$ cat src/rtl/buffer_rr_arbiter.sv
// Round-robin arbiter feeding a single-entry holding stage with configurable
// forward (accept -> out_valid) and backward (handshake -> next grant) latency.
module buffer_rr_arbiter #(
   parameter int WIDTH = 8,
   parameter int N     = 4,
   parameter int FL    = 2,
   parameter int BL    = 2
) (
   input  logic                   clk,
   input  logic                   rst_n,
   input  logic [N-1:0]           in_valid,
   input  logic [N*WIDTH-1:0]     in_data,
   output logic [N-1:0]           in_ready,
   output logic                   out_valid,
   input  logic                   out_ready,
   output logic [WIDTH-1:0]       out_data,
   output logic [$clog2(N)-1:0]   out_src,
   output logic                   busy
);

   localparam int         SW      = $clog2(N);
   localparam logic [7:0] FL_C    = 8'(FL);
   localparam logic [7:0] BL_C    = 8'(BL);
   localparam bit         FL_ZERO = (FL == 0);
   localparam bit         BL_ZERO = (BL == 0);

   typedef enum logic [1:0] {
      IDLE = 2'd0,
      FWD  = 2'd1,
      SEND = 2'd2,
      BACK = 2'd3
   } state_t;

   state_t              state_r, state_nxt_s;
   logic [7:0]          cnt_r, cnt_nxt_s;
   logic [SW-1:0]       ptr_r;
   logic                out_valid_r, out_valid_nxt_s;
   logic                busy_r, busy_nxt_s;
   logic [WIDTH-1:0]    out_data_r;
   logic [SW-1:0]       out_src_r;
   logic [SW:0]         grant_s;
   logic                grant_found_s;
   logic [SW-1:0]       grant_idx_s;
   logic [N-1:0]        in_ready_s;
   logic                accept_s;

   // Scan from the highest offset down so the lowest offset from ptr wins.
   function automatic logic [SW:0] pick_grant(input logic [N-1:0] valid,
                                               input logic [SW-1:0] ptr);
      logic [SW:0] res;
      int          j;
      res = '0;
      for (int k = N - 1; k >= 0; k--) begin
         j = (int'(ptr) + k) % N;
         if (valid[j]) begin
            res = {1'b1, SW'(j)};
         end else begin
            res = res;
         end
      end
      return res;
   endfunction

   // Grant selection and the combinational ready, gated low during reset.
   always_comb begin
      grant_s       = pick_grant(in_valid, ptr_r);
      grant_found_s = grant_s[SW];
      grant_idx_s   = grant_s[SW-1:0];
      in_ready_s    = (rst_n && (state_r == IDLE) && grant_found_s)
                      ? (N'(1) << grant_idx_s) : {N{1'b0}};
      accept_s      = |(in_valid & in_ready_s);
   end

   // Next-state and latency counter.
   always_comb begin
      state_nxt_s = state_r;
      cnt_nxt_s   = cnt_r;
      case (state_r)
         IDLE: begin
            if (!accept_s) begin
               state_nxt_s = IDLE;
            end else if (FL_ZERO) begin
               state_nxt_s = SEND;
               cnt_nxt_s   = 8'd0;
            end else begin
               state_nxt_s = FWD;
               cnt_nxt_s   = FL_C;
            end
         end
         FWD: begin
            if (cnt_r == 8'd1) begin
               state_nxt_s = SEND;
               cnt_nxt_s   = 8'd0;
            end else begin
               cnt_nxt_s   = cnt_r - 8'd1;
            end
         end
         SEND: begin
            if (!out_ready) begin
               state_nxt_s = SEND;
            end else if (BL_ZERO) begin
               state_nxt_s = IDLE;
               cnt_nxt_s   = 8'd0;
            end else begin
               state_nxt_s = BACK;
               cnt_nxt_s   = BL_C;
            end
         end
         BACK: begin
            if (cnt_r == 8'd1) begin
               state_nxt_s = IDLE;
               cnt_nxt_s   = 8'd0;
            end else begin
               cnt_nxt_s   = cnt_r - 8'd1;
            end
         end
         default: begin
            state_nxt_s = IDLE;
            cnt_nxt_s   = 8'd0;
         end
      endcase
   end

   // Registered output decode is taken from the next state.
   always_comb begin
      out_valid_nxt_s = (state_nxt_s == SEND);
      busy_nxt_s      = (state_nxt_s != IDLE);
   end

   // State, counter, pointer and output registers.
   always_ff @(posedge clk or negedge rst_n) begin
      if (!rst_n) begin
         state_r     <= IDLE;
         cnt_r       <= 8'd0;
         ptr_r       <= '0;
         out_valid_r <= 1'b0;
         busy_r      <= 1'b0;
         out_data_r  <= '0;
         out_src_r   <= '0;
      end else begin
         state_r     <= state_nxt_s;
         cnt_r       <= cnt_nxt_s;
         out_valid_r <= out_valid_nxt_s;
         busy_r      <= busy_nxt_s;
         if (accept_s) begin
            out_data_r <= in_data[grant_idx_s*WIDTH +: WIDTH];
            out_src_r  <= grant_idx_s;
            ptr_r      <= (grant_idx_s == SW'(N - 1)) ? '0 : grant_idx_s + SW'(1);
         end else begin
            out_data_r <= out_data_r;
            out_src_r  <= out_src_r;
            ptr_r      <= ptr_r;
         end
      end
   end

   assign in_ready  = in_ready_s;
   assign out_valid = out_valid_r;
   assign busy      = busy_r;
   assign out_data  = out_data_r;
   assign out_src   = out_src_r;

endmodule

$ cat config.mk
export PLATFORM = sky130hd
export DESIGN_NAME = buffer_rr_arbiter
export DESIGN_NICKNAME = d
export VERILOG_FILES = /design/src/rtl/buffer_rr_arbiter.sv
export SDC_FILE = /design/constraint.sdc
export NUM_CORES = 1
export LEC_CHECK = 0
export CAP_MARGIN = 10
export CORE_ASPECT_RATIO = 0.8
export CORE_MARGIN = 2
export CORE_UTILIZATION = 46
export CTS_BUF_LIST = sky130_fd_sc_hd__clkbuf_2 sky130_fd_sc_hd__clkbuf_4 sky130_fd_sc_hd__clkbuf_8
export DETAILED_ROUTE_END_ITERATION = 10
export HOLD_SLACK_MARGIN = 0.15
export PLACE_DENSITY = 0.83
export SYNTH_ARGS = -nofsm -noshare
export SYNTH_HDL_FRONTEND = slang
export SYNTH_SLANG_ARGS = --single-unit
$ cat constraint.sdc
create_clock -name clk -period 3.3 [get_ports clk]
set_clock_uncertainty 0.15 [all_clocks]
set_input_delay 0.66 -clock clk [delete_from_list [all_inputs] [get_ports clk]]
set_output_delay 0.66 -clock clk [all_outputs]
set_load 0.03 [all_outputs]
==> summary.txt, run 1 <==
==============================================================================
Run status                                                           completed
Crit-path max FO                                                             5
Number of warnings printed during yosys synthesis                            0
Bufs on Longest Clock Path                                                   2
Syn nets                                                                   183
Critical path depth                                                          8
Dpl hpwl                                                               2.81 mm
CP max stage cell                                                 clkdlybuf4s50_1
DRC errors left                                                              0
Cell class contributing the biggest share of worst-path delay     buffers and inverters
Fmax                                                                   319 MHz
Die ar.                                                           0.00369 mm^2
Overall Global Routing Usage                                             22.2%
Clock-pin slew on the worst setup and hold paths                         90 ps
Initial DRC count                                                           95
# hold bufs at CTS                                                           0
Leading cell types in the layout, fill and taps excluded          50 x clkdlybuf4s50_1, 24 x dfrtp_1, 14 x nor3_1
Part of the total power dissipated in combinational logic                52.1%
Wire length of the first global-routing pass                           6.02 mm
Layout cell share with drive strength beyond 1                           17.7%
Via count of the first global-routing pass                                1331
CTS sink count                                                              24
Power Dens Cells                                                   818 mW/mm^2
Total via count in the routed design                                      1351
Worst Setup End Kind                                              primary output
Worst flop-to-flop path startpoint                                ptr_r[1]$_DFFE_PN0P_
Number of routed nets with antenna violations                                0
Core Rows                                                                   18
Clock latency on the worst-skew pair                                    270 ps
Flip-flop and latch count after synthesis                                   24
Worst Hold Depth                                                             1
Total negative slack                                                      0 ps
Number of endpoints failing setup at the final stage                         0
Total count of max-transition violations in the final report                 0
Post-cts gate resize count                                                   0
CTS tree                                                                 built
Switching power share of the total                                       39.7%
Peak supply drop                                                    0.000452 V
Cell-internal power                                                    1.05 mW
Layout net count                                                           241
Req. time, crit path                                                   2490 ps
Post-route minimum period                                              3130 ps
Area grow syn2layout                                                     44.0%
Final critical-path share of the clock period                            95.0%
Maximum level of the CTS H-tree                                              1
Routed via count divided by cell count                                    5.68
Reg power frac                                                           32.9%
Launch point of the worst path                                     in_valid[2]
Class of the tightest hold or removal check                       flop to flop
Number of CTS-inserted buffers                                               3
Number of top-level design ports                                            55
Count of cell types in the netlist                                          39
Clock tree root driver cell                                           clkbuf_8
Clock share of power                                                     15.0%
Cell-by-cell listing of the critical path                         clkdlybuf4s50_1, nor2b_1, a221oi_2, nor2_2, ha_1, inv_1, nor2_1, buf_4
Last weighted congestion value of the routability-driven placer          0.814
Static leakage                                                        0.903 nW
Sequential element share of the synthesized area                         40.6%
Setup Fix Bufs, Post-CTS                                                     0
Initial core utilization                                                 47.9%
Worst setup slack for register-to-register paths                        830 ps
Setup repair after global routing missed its margin                      false
Placed instance area                                              0.00206 mm^2
Hold violation count in the final report                                     0
Total overflow reported by the global router                                 0
Maximum single-stage delay on the critical path                         480 ps
Syn_area_per_cell                                                    10.5 um^2
Total detailed-routing wirelength                                      3.62 mm
Area of all placed cells without fillers                          0.00213 mm^2
Pin count of the biggest net entering global routing                        25
1st-pass router iterations                                                   4
Leading cell type in the layout, fill and taps excluded           clkdlybuf4s50_1
Worst-margin pin slew                                                   805 ps
Chip height                                                            54.7 um
Quantity of I/O buffers inserted on ports                                   54
Core box area                                                     0.00309 mm^2
Antenna Cells                                                                0
Buffer and inverter count on the worst path                                  3
Final routed wire length divided by cell count                         15.2 um
Switching power of the nets                                           0.692 mW
Initial antenna violation count                                              0
Die width                                                              67.4 um
End of the critical path                                           in_ready[3]
Kind of critical path                                             input pin to primary output
Mapped cell area                                                  0.00148 mm^2
Worst setup SP type                                                  input pin
Reg-to-Reg End                                                    out_data[6]$_DFFE_PN0P_
Max-cap violation count                                                      0
Arrival time of data at the critical path endpoint                     2320 ps
FF-to-FF path depth                                                          6
Syn Inst Count                                                             141
Max-slew headroom at the worst pin                                       45.9%
==============================================================================
synth_stat cells:
cell type / instances / area share, %
a311o_1: 3 / 2.0
mux2i_1: 9 / 6.1
a221oi_2: 1 / 1.0
inv_1: 7 / 1.8
nand3_1: 4 / 1.4
a31o_2: 5 / 3.0
nor4_2: 1 / 0.85
a21boi_0: 1 / 0.51
o21a_1: 2 / 1.0
a21o_1: 2 / 1.0
buf_2: 1 / 0.34
nor2b_1: 1 / 0.42
or4_1: 1 / 0.51
a21oi_1: 4 / 1.4
o221ai_2: 1 / 1.0
nor4b_2: 1 / 1.0
nand2b_1: 5 / 2.1
buf_4: 2 / 1.0
a221o_1: 8 / 5.4
nor2_1: 5 / 1.3
nand2_1: 3 / 0.76
o31ai_1: 3 / 1.5
clkbuf_1: 3 / 0.76
a31oi_1: 1 / 0.42
or3_1: 3 / 1.3
nor4_1: 1 / 0.42
nor2_2: 1 / 0.42
a21boi_1: 1 / 0.51
o31a_1: 1 / 0.59
o21ai_0: 1 / 0.34
mux2_2: 9 / 6.9
dfrtp_1: 24 / 41
or3b_1: 2 / 1.2
ha_1: 3 / 2.5
nor3_1: 14 / 4.7
and3_1: 3 / 1.3
a21oi_2: 1 / 0.59
buf_6: 2 / 1.5
xnor2_1: 1 / 0.59
worst min path at each step:
stage | start | endpoint | slack (ps)
5_1_grt | out_src[0]$_DFFE_PN0P_ | out_src[0]$_DFFE_PN0P_ | 380
3_3_place_gp | out_src[1]$_DFFE_PN0P_ | out_src[1]$_DFFE_PN0P_ | 330
4_1_cts | out_src[0]$_DFFE_PN0P_ | out_src[0]$_DFFE_PN0P_ | 360
3_5_place_dp | out_src[0]$_DFFE_PN0P_ | out_src[0]$_DFFE_PN0P_ | 330
2_1_floorplan | rst_n | busy$_DFF_PN0_ | 210
6_report | out_src[0]$_DFFE_PN0P_ | out_src[0]$_DFFE_PN0P_ | 360
per-stage QoR:
step	cells	power (mW)	hold slack, ps	setup WS [ps]	utilization, %
after CTS	238	1.75	360	178	69.0
after detailed placement	234	1.48	334	86.5	66.7
after floorplan	141	1.18	214	232	-
final	238	1.74	356	166	69.0
after global routing	238	1.86	376	99.3	69.0
after global placement	234	1.45	334	228	66.7
per-layer routing:
| layer | wire [um] | vias up | track usage, % |
|---|---|---|---|
| met4 | 25 | 0 | 6.80 |
| met1 | 1670 | 650 | 28.5 |
| met2 | 1670 | 44 | 36.1 |
| li1 | - | 653 | - |
| met5 | 0 | - | 0 |
| met3 | 253 | 4 | 7.00 |
sequential cells by signal, summed over array words and instances, names as in the netlist:
register   count
cnt_r          8
out_data       8
out_valid      1
out_src        2
busy           1
state_r        2
ptr_r          2
area by class of cell:
| cell class | instances | area (um^2) |
|---|---|---|
| sequential | 24 | 601 |
| clock inverter | 1 | 30.0 |
| inverter | 7 | 26.3 |
| tap | 40 | 50.0 |
| multi-input combinational | 102 | 798 |
| fill | 219 | 956 |
| timing repair buffer | 61 | 583 |
| clock buffer | 3 | 41.3 |
power groups by stage:
stage / Sequential, mW / Combinational, mW / Clock [mW]
finish: 0.574 / 0.907 / 0.260
global route: 0.592 / 0.989 / 0.277
CTS: 0.572 / 0.912 / 0.267
detailed placement: 0.573 / 0.910 / 0
global placement: 0.568 / 0.879 / 0
floorplan: 0.653 / 0.529 / 0
cell families (layout without fill, tap and decap cells):
group                      Yosys count  after routing  share of synthesized area [%]
and+or+nand+nor                     45             45                           17.6
AOI/OAI and AO/OA                   35             35                           20.3
DFF                                 24             24                           40.6
muxes                               18             18                           12.9
buffers and inverters               15             72                           5.41
adders and majority gates            3              3                           2.54
xor gates and xnor gates             1              1                          0.592
(Power assumes the default switching activity.)
==> inputs of run 2 (changes only) <==
--- a/config.mk
+++ b/config.mk
@@ -8,11 +8,11 @@
 export CAP_MARGIN = 10
 export CORE_ASPECT_RATIO = 0.8
 export CORE_MARGIN = 2
-export CORE_UTILIZATION = 46
+export CORE_UTILIZATION = 45
 export CTS_BUF_LIST = sky130_fd_sc_hd__clkbuf_2 sky130_fd_sc_hd__clkbuf_4 sky130_fd_sc_hd__clkbuf_8
 export DETAILED_ROUTE_END_ITERATION = 10
 export HOLD_SLACK_MARGIN = 0.15
-export PLACE_DENSITY = 0.83
+export PLACE_DENSITY = 0.81
 export SYNTH_ARGS = -nofsm -noshare
 export SYNTH_HDL_FRONTEND = slang
 export SYNTH_SLANG_ARGS = --single-unit
==> run 2 against run 1 <==
Clock-buffer cell count unchanged. Combinational power up 0.8%. Die area up 2.1%. Largest power group unchanged.
==> summary.txt, run 2 (synthesized netlist as in run 1, its figures left out) <==
==============================================================================
# hold bufs at CTS                                                           0
Pin count of the biggest net entering global routing                        25
DRC errors left                                                              0
Number of top-level design ports                                            55
Total overflow reported by the global router                                 0
Run status                                                           completed
Via count of the first global-routing pass                                1352
Post-cts gate resize count                                                   0
Initial core utilization                                                 47.6%
Post-layout worst setup margin                                          121 ps
Core box area                                                     0.00311 mm^2
Post-route minimum period                                              3180 ps
Launch point of the worst path                                     in_valid[2]
Layout cell share with drive strength beyond 1                           16.8%
Max-slew headroom at the worst pin                                       46.2%
Total via count in the routed design                                      1344
Worst setup SP type                                                  input pin
Dpl hpwl                                                               2.86 mm
CP max stage cell                                                 clkdlybuf4s50_1
Final routed wire length divided by cell count                         15.5 um
Setup Fix Bufs, Post-CTS                                                     0
Number of endpoints failing setup at the final stage                         0
Last weighted congestion value of the routability-driven placer          0.809
Fmax                                                                   315 MHz
Number of routed nets with antenna violations                                0
Die ar.                                                           0.00376 mm^2
Class of the tightest hold or removal check                       flop to flop
Clock tree root driver cell                                           clkbuf_8
Worst Setup End Kind                                              primary output
Antenna Cells                                                                0
CTS tree                                                                 built
Area grow syn2layout                                                     41.5%
Total count of max-transition violations in the final report                 0
Core Rows                                                                   18
Worst-margin pin slew                                                   800 ps
Bufs on Longest Clock Path                                                   2
Placed instance area                                              0.00205 mm^2
Arrival time of data at the critical path endpoint                     2370 ps
Die width                                                              68.1 um
Kind of critical path                                             input pin to primary output
Clock-pin slew on the worst setup and hold paths                         80 ps
Hold violation count in the final report                                     0
Number of CTS-inserted buffers                                               3
Worst-case setup slack after placement                                  141 ps
Maximum level of the CTS H-tree                                              1
Leading cell type in the layout, fill and taps excluded           clkdlybuf4s50_1
Footprint of the flip-flops and latches                               601 um^2
Setup repair after global routing missed its margin                      false
Area of all placed cells without fillers                          0.00209 mm^2
Initial DRC count                                                           96
Cell-by-cell listing of the critical path                         clkdlybuf4s50_1, nor2b_1, a221oi_2, nor2_2, nor3_1, buf_4
Maximum single-stage delay on the critical path                         490 ps
Worst flop-to-flop path startpoint                                ptr_r[1]$_DFFE_PN0P_
Max-cap violation count                                                      0
Routed via count divided by cell count                                    5.69
Leading cell types in the layout, fill and taps excluded          50 x clkdlybuf4s50_1, 24 x dfrtp_1, 14 x nor3_1
Final Total Pwr                                                        1.66 mW
Crit-path max FO                                                             6
Quantity of I/O buffers inserted on ports                                   54
Static leakage                                                        0.885 nW
Peak supply drop                                                    0.000318 V
Multi-input combinational cell area                                   798 um^2
Layout net count                                                           240
Wire length of the first global-routing pass                           6.02 mm
1st-pass router iterations                                                   4
Final critical-path share of the clock period                            96.3%
Chip height                                                            55.3 um
Total negative slack                                                      0 ps
Clock latency on the worst-skew pair                                    270 ps
Power Dens Cells                                                   794 mW/mm^2
Overall Global Routing Usage                                             21.2%
Req. time, crit path                                                   2490 ps
CTS sink count                                                              24
Source of the worst hold timing path                              out_src[1]$_DFFE_PN0P_
Cell class contributing the biggest share of worst-path delay     buffers and inverters
Initial antenna violation count                                              0
Fill cell count                                                            237
Buffer and inverter count on the worst path                                  2
Total detailed-routing wirelength                                      3.66 mm
==============================================================================
[run 2: cell count changes in the layout (fill, tap and decap cells not counted)]
cell / previous run / this run
bufinv_16: 1 / 0
buf_4: 11 / 10
[run 2: report_power, final]
part           internal [mW]  switching (mW)
logic                  0.457           0.458
clock network         0.0818          0.0889
registers              0.430           0.146
[run 2: per-stage QoR]
stage	utilization, %	hold slack (ps)	cells
final	67.3	352	236
after global routing	67.3	371	236
after CTS	67.3	355	236
after detailed placement	66.0	337	233
after global placement	66.0	326	233
after floorplan	-	214	141
[run 2: final timing paths]
path | to | slack (ps) | depth (start not counted)
worst min register to register | out_src[1]$_DFFE_PN0P_ | 350 | 1
worst max register to register | state_r[0]$_DFF_PN0_ | 970 | 8
max in group asynchronous | cnt_r[5]$_DFFE_PN0P_ | 2100 | 2
worst max-delay path | in_ready[1] | 120 | 6
worst min-delay path | out_src[1]$_DFFE_PN0P_ | 350 | 1
min in group asynchronous | cnt_r[0]$_DFFE_PN0P_ | 660 | 2
[run 2: area by class of cell]
class | count | share of cell area [%]
Multi-Input combinational cell | 102 | 38.2
Timing Repair Buffer | 60 | 27.5
Sequential cell | 24 | 28.7
Tap cell | 40 | 2.39
Clock buffer | 3 | 1.97
Inverter | 7 | 1.26
[run 2: metal layers]
layer	vias to the layer above	wire, um	global-route usage (%)
li1	653	-	-
met1	638	1630	29.3
met2	47	1750	32.2
met3	6	214	4.48
met4	0	61	8.29
met5	-	0	0
==> RTL edit 1: new RTL, flow settings as in run 1 <==
Make the reset (`rst_n`) synchronous in one clocked block.
--- a/src/rtl/buffer_rr_arbiter.sv
+++ b/src/rtl/buffer_rr_arbiter.sv
@@ -128,7 +128,7 @@
    end
 
    // State, counter, pointer and output registers.
-   always_ff @(posedge clk or negedge rst_n) begin
+   always_ff @(posedge clk) begin
       if (!rst_n) begin
          state_r     <= IDLE;
          cnt_r       <= 8'd0;
Behaviour: differs if rst_n is asserted again (counterexample within 4 cycles, from zero or initial values and one cycle with rst_n low); with rst_n held inactive, the same outputs for 10 cycles.
==> RTL edit 1 against run 1 <==
Sequential cell count is the same. Final area up 8.6%. Power is 7.5% higher. Setup slack worse by 0.0021 ns. Register-to-register slack better by 0.35 ns. Wire length is 18% higher. Synthesized area rose by 13%. Largest cell class unchanged. Combinational power increased by 19%.
==> RTL edit 1: results (changes against run 1) <==
Final Non-Filler Cells 303 (was 238); layout cells sized above 1 9.20% (was 17.7%); Post-Place Cell Area 2240 um2 (was 2060 um2); initial antenna violation count 0 (unchanged); Seq pwr share 28.5% (was 32.9%); critical-path cell with the highest stage delay clkdlybuf4s50_1 (unchanged); met3 routed WL 313 um (was 253 um); Hold Crit Depth 2 (was 1); outcome complete, no violations (unchanged); register area 480 um2 (was 601 um2); setup slack at placement 0.148 ns (was 0.0865 ns); Psw 0.000826 W (was 0.000692 W); Synthesized Nets 253 (was 183); ys flop type dfxtp_1 (was dfrtp_1); via count 1749 (was 1351); Clk. pwr 0.000259 W (was 0.000260 W); Power Sequential 0.000534 W (was 0.000574 W); worst setup path start in_valid[1] (was in_valid[2]); ys async rst share 0% (was 100%); WL met2 1960 um (was 1670 um); YS warnings 0 (unchanged); HPWL after DPL 3190 um (was 2810 um); maximum number of pins on one net before global-route repair 34 (was 25); vias in the first global route 1643 (was 1331); R2R cell count 8 (was 6); Max VDD drop 0.000300 V (was 0.000452 V); # fillers 302 (was 219); Critical Path Max Stage Delay 0.54 ns (was 0.48 ns); Slew HR 62.8% (was 45.9%); synth cell count leaders dfxtp_1, nand2_1, nor2_1 (was dfrtp_1, nor3_1, mux2_2, mux2i_1, a221o_1); Yosys cell types 45 (was 39); Synth Area per Inst 7.89 um2 (was 10.5 um2); GR Layer Usage met2 35.4% (was 36.1%); hold_sp out_src[0] (unchanged); min-delay worst type flop to flop (unchanged); sequential fraction of the synthesis area 28.9% (was 40.6%); clock-pin slew on the worst setup and hold paths 0.09 ns (about the same); routed length per placed instance 14.1 um (was 15.2 um); met3 usage 5.22% (was 7.00%); Worst R2R Start ptr_r[1] (unchanged); met1 WL 1940 um (was 1670 um); GP Congestion 0.897 (was 0.814); initial drt markers 66 (was 95); first-pass GRT wire length 7110 um (was 6020 um); All-Layer GR Usage 21.3% (was 22.2%); met1 global-route usage 27.4% (was 28.5%); CP Max Fanout 12 (was 5)
-- RTL edit 1: worst paths after layout --
path	to	slack, ns
worst max-delay path	in_ready[1]	0.16
worst min-delay path	out_src[0]	0.32
worst max register to register	cnt_r[1]	1.18
worst min register to register	out_src[0]	0.32
-- RTL edit 1: cells by family (layout without fill, tap and decap cells) --
| kind of cell | count (synthesis) | after routing | share of synthesized area, % |
|---|---|---|---|
| AOI/OAI and AO/OA | 91 | 91 | 40.6 |
| xor gates and xnor gates | 1 | 1 | 0.526 |
| adders and majority gates | 3 | 3 | 2.25 |
| buffers and inverters | 23 | 73 | 6.09 |
| DFF | 24 | 24 | 28.9 |
| muxes | 2 | 2 | 1.28 |
| and+or+nand+nor | 67 | 67 | 20.4 |
-- RTL edit 1: final cells by class --
cell class	instances	area share [%]
Inverter	6	0.974
Clock inverter	1	1.30
Clock buffer	3	1.79
Sequential cell	24	20.8
Multi-Input combinational cell	164	46.9
Timing Repair Buffer	63	26.0
Tap cell	42	2.27
==> RTL edit 2: new RTL, settings of run 1 <==
Made on the original files. The parameter `N` goes from 4 to 8.
--- a/src/rtl/buffer_rr_arbiter.sv
+++ b/src/rtl/buffer_rr_arbiter.sv
@@ -2,7 +2,7 @@
 // forward (accept -> out_valid) and backward (handshake -> next grant) latency.
 module buffer_rr_arbiter #(
    parameter int WIDTH = 8,
-   parameter int N     = 4,
+   parameter int N     = 8,
    parameter int FL    = 2,
    parameter int BL    = 2
 ) (
Interface: changed (resized in_data, in_ready, in_valid and out_src); port bits go from 55 to 96. The function was not compared with the original's and may differ.
==> RTL edit 2 against run 1 <==
The flow now finishes with violations (setup timing). Wire length grew to 4.2 times the old value. Synthesized area up 130%. Sequential cell count up 2. Setup slack lost 1.0 ns. Via count increased to 3.2 times the old value. Synthesized cell count rose to 2.7 times the old value. Sequential share of layout area is 16 points lower. Die area up 120%. Critical endpoint is now in_ready[1]. Final area grew to 2.6 times the old value.
Power is left out: it rests on default switching activity, and per cell area and clock period it moved more than threefold.
==> RTL edit 2: results (changes against run 1) <==
outcome finished with violations (was complete, no violations); failing checks setup timing; HPWL after DPL 9350 um (was 2810 um); final wirelength 15200 um (was 3620 um); critical-path cell with the highest stage delay mux4_2 (was clkdlybuf4s50_1); R2R cell count 15 (was 6); Yosys cell types 60 (was 39); met3 routed WL 1810 um (was 253 um); All-Layer GR Usage 34.7% (was 22.2%); initial drt markers 546 (was 95); vias in the first global route 4172 (was 1331); setup tns final -10.72 ns (was 0 ns); Syn Inst Count 384 (was 141); Post-Place Cell Area 5020 um2 (was 2060 um2); first-pass GRT wire length 21700 um (was 6020 um); r2r endpoint out_data[7] (was out_data[6]); Worst setup endpoint in_ready[1] (was in_ready[3]); vias per inst 6.73 (was 5.68); Synthesized Nets 463 (was 183); Final setup viols 18 (was 0); synth cell count leaders nor2_1, nand2_1, mux2i_1 (was dfrtp_1, nor3_1, mux2_2, mux2i_1, a221o_1); worst setup path start in_valid[5] (was in_valid[2]); post_cts resized 52 (was 0); Setup Buffers After CTS 15 (was 0); post-route setup slack -0.879 ns (was 0.166 ns); I/O Buffers 95 (was 54)
[RTL edit 2: metal layers]
layer  vias up  global-route usage (%)
met2       360                    55.9
met3        97                    10.1
met1      2065                    43.2
li1       1825                       -
met4         0                    14.8
met5         -                    3.50
[RTL edit 2: worst min path at each step]
stage | end | from | depth (start not counted) | slack, ns
2_1_floorplan | busy | rst_n | 0 | 0.21
3_3_place_gp | cnt_r[7] | cnt_r[7] | 1 | 0.32
3_5_place_dp | cnt_r[5] | cnt_r[5] | 2 | 0.33
4_1_cts | cnt_r[5] | cnt_r[5] | 2 | 0.35
5_1_grt | cnt_r[7] | cnt_r[7] | 1 | 0.38
6_report | cnt_r[7] | cnt_r[7] | 1 | 0.35
[RTL edit 2: worst reg2reg max path: stages, from the launching register on]
cell,delay (ns)
dfrtp_2,0.47
clkinvlp_4,0.19
ha_4,0.31
buf_12,0.14
clkinv_8,0.05
mux4_2,0.55
buf_6,0.15
o21ai_4,0.24
a2bb2oi_4,0.10
mux2_4,0.29
buf_12,0.14
buf_12,0.12
buf_4,0.19
mux2i_1,0.13
a32o_2,0.25
a2111oi_4,0.32
[RTL edit 2: final cells by class]
type / count / share of cell area, %
clock buffer: 3 / 0.742
clock inverter: 1 / 0.540
inverter: 8 / 0.832
multi-input combinational: 323 / 50.3
sequential: 26 / 11.7
tap: 87 / 1.96
timing repair buffer: 198 / 33.9
[RTL edit 2: kinds of logic (layout without fill, tap and decap cells)]
group | Yosys count | after routing | synth area share (%)
xor gates and xnor gates | 9 | 9 | 2.36
AOI/OAI and AO/OA | 106 | 106 | 26.8
buffers and inverters | 35 | 210 | 5.31
DFF | 26 | 26 | 19.4
adders and majority gates | 4 | 4 | 1.50
muxes | 61 | 61 | 25.1
and+or+nand+nor | 143 | 143 | 19.4
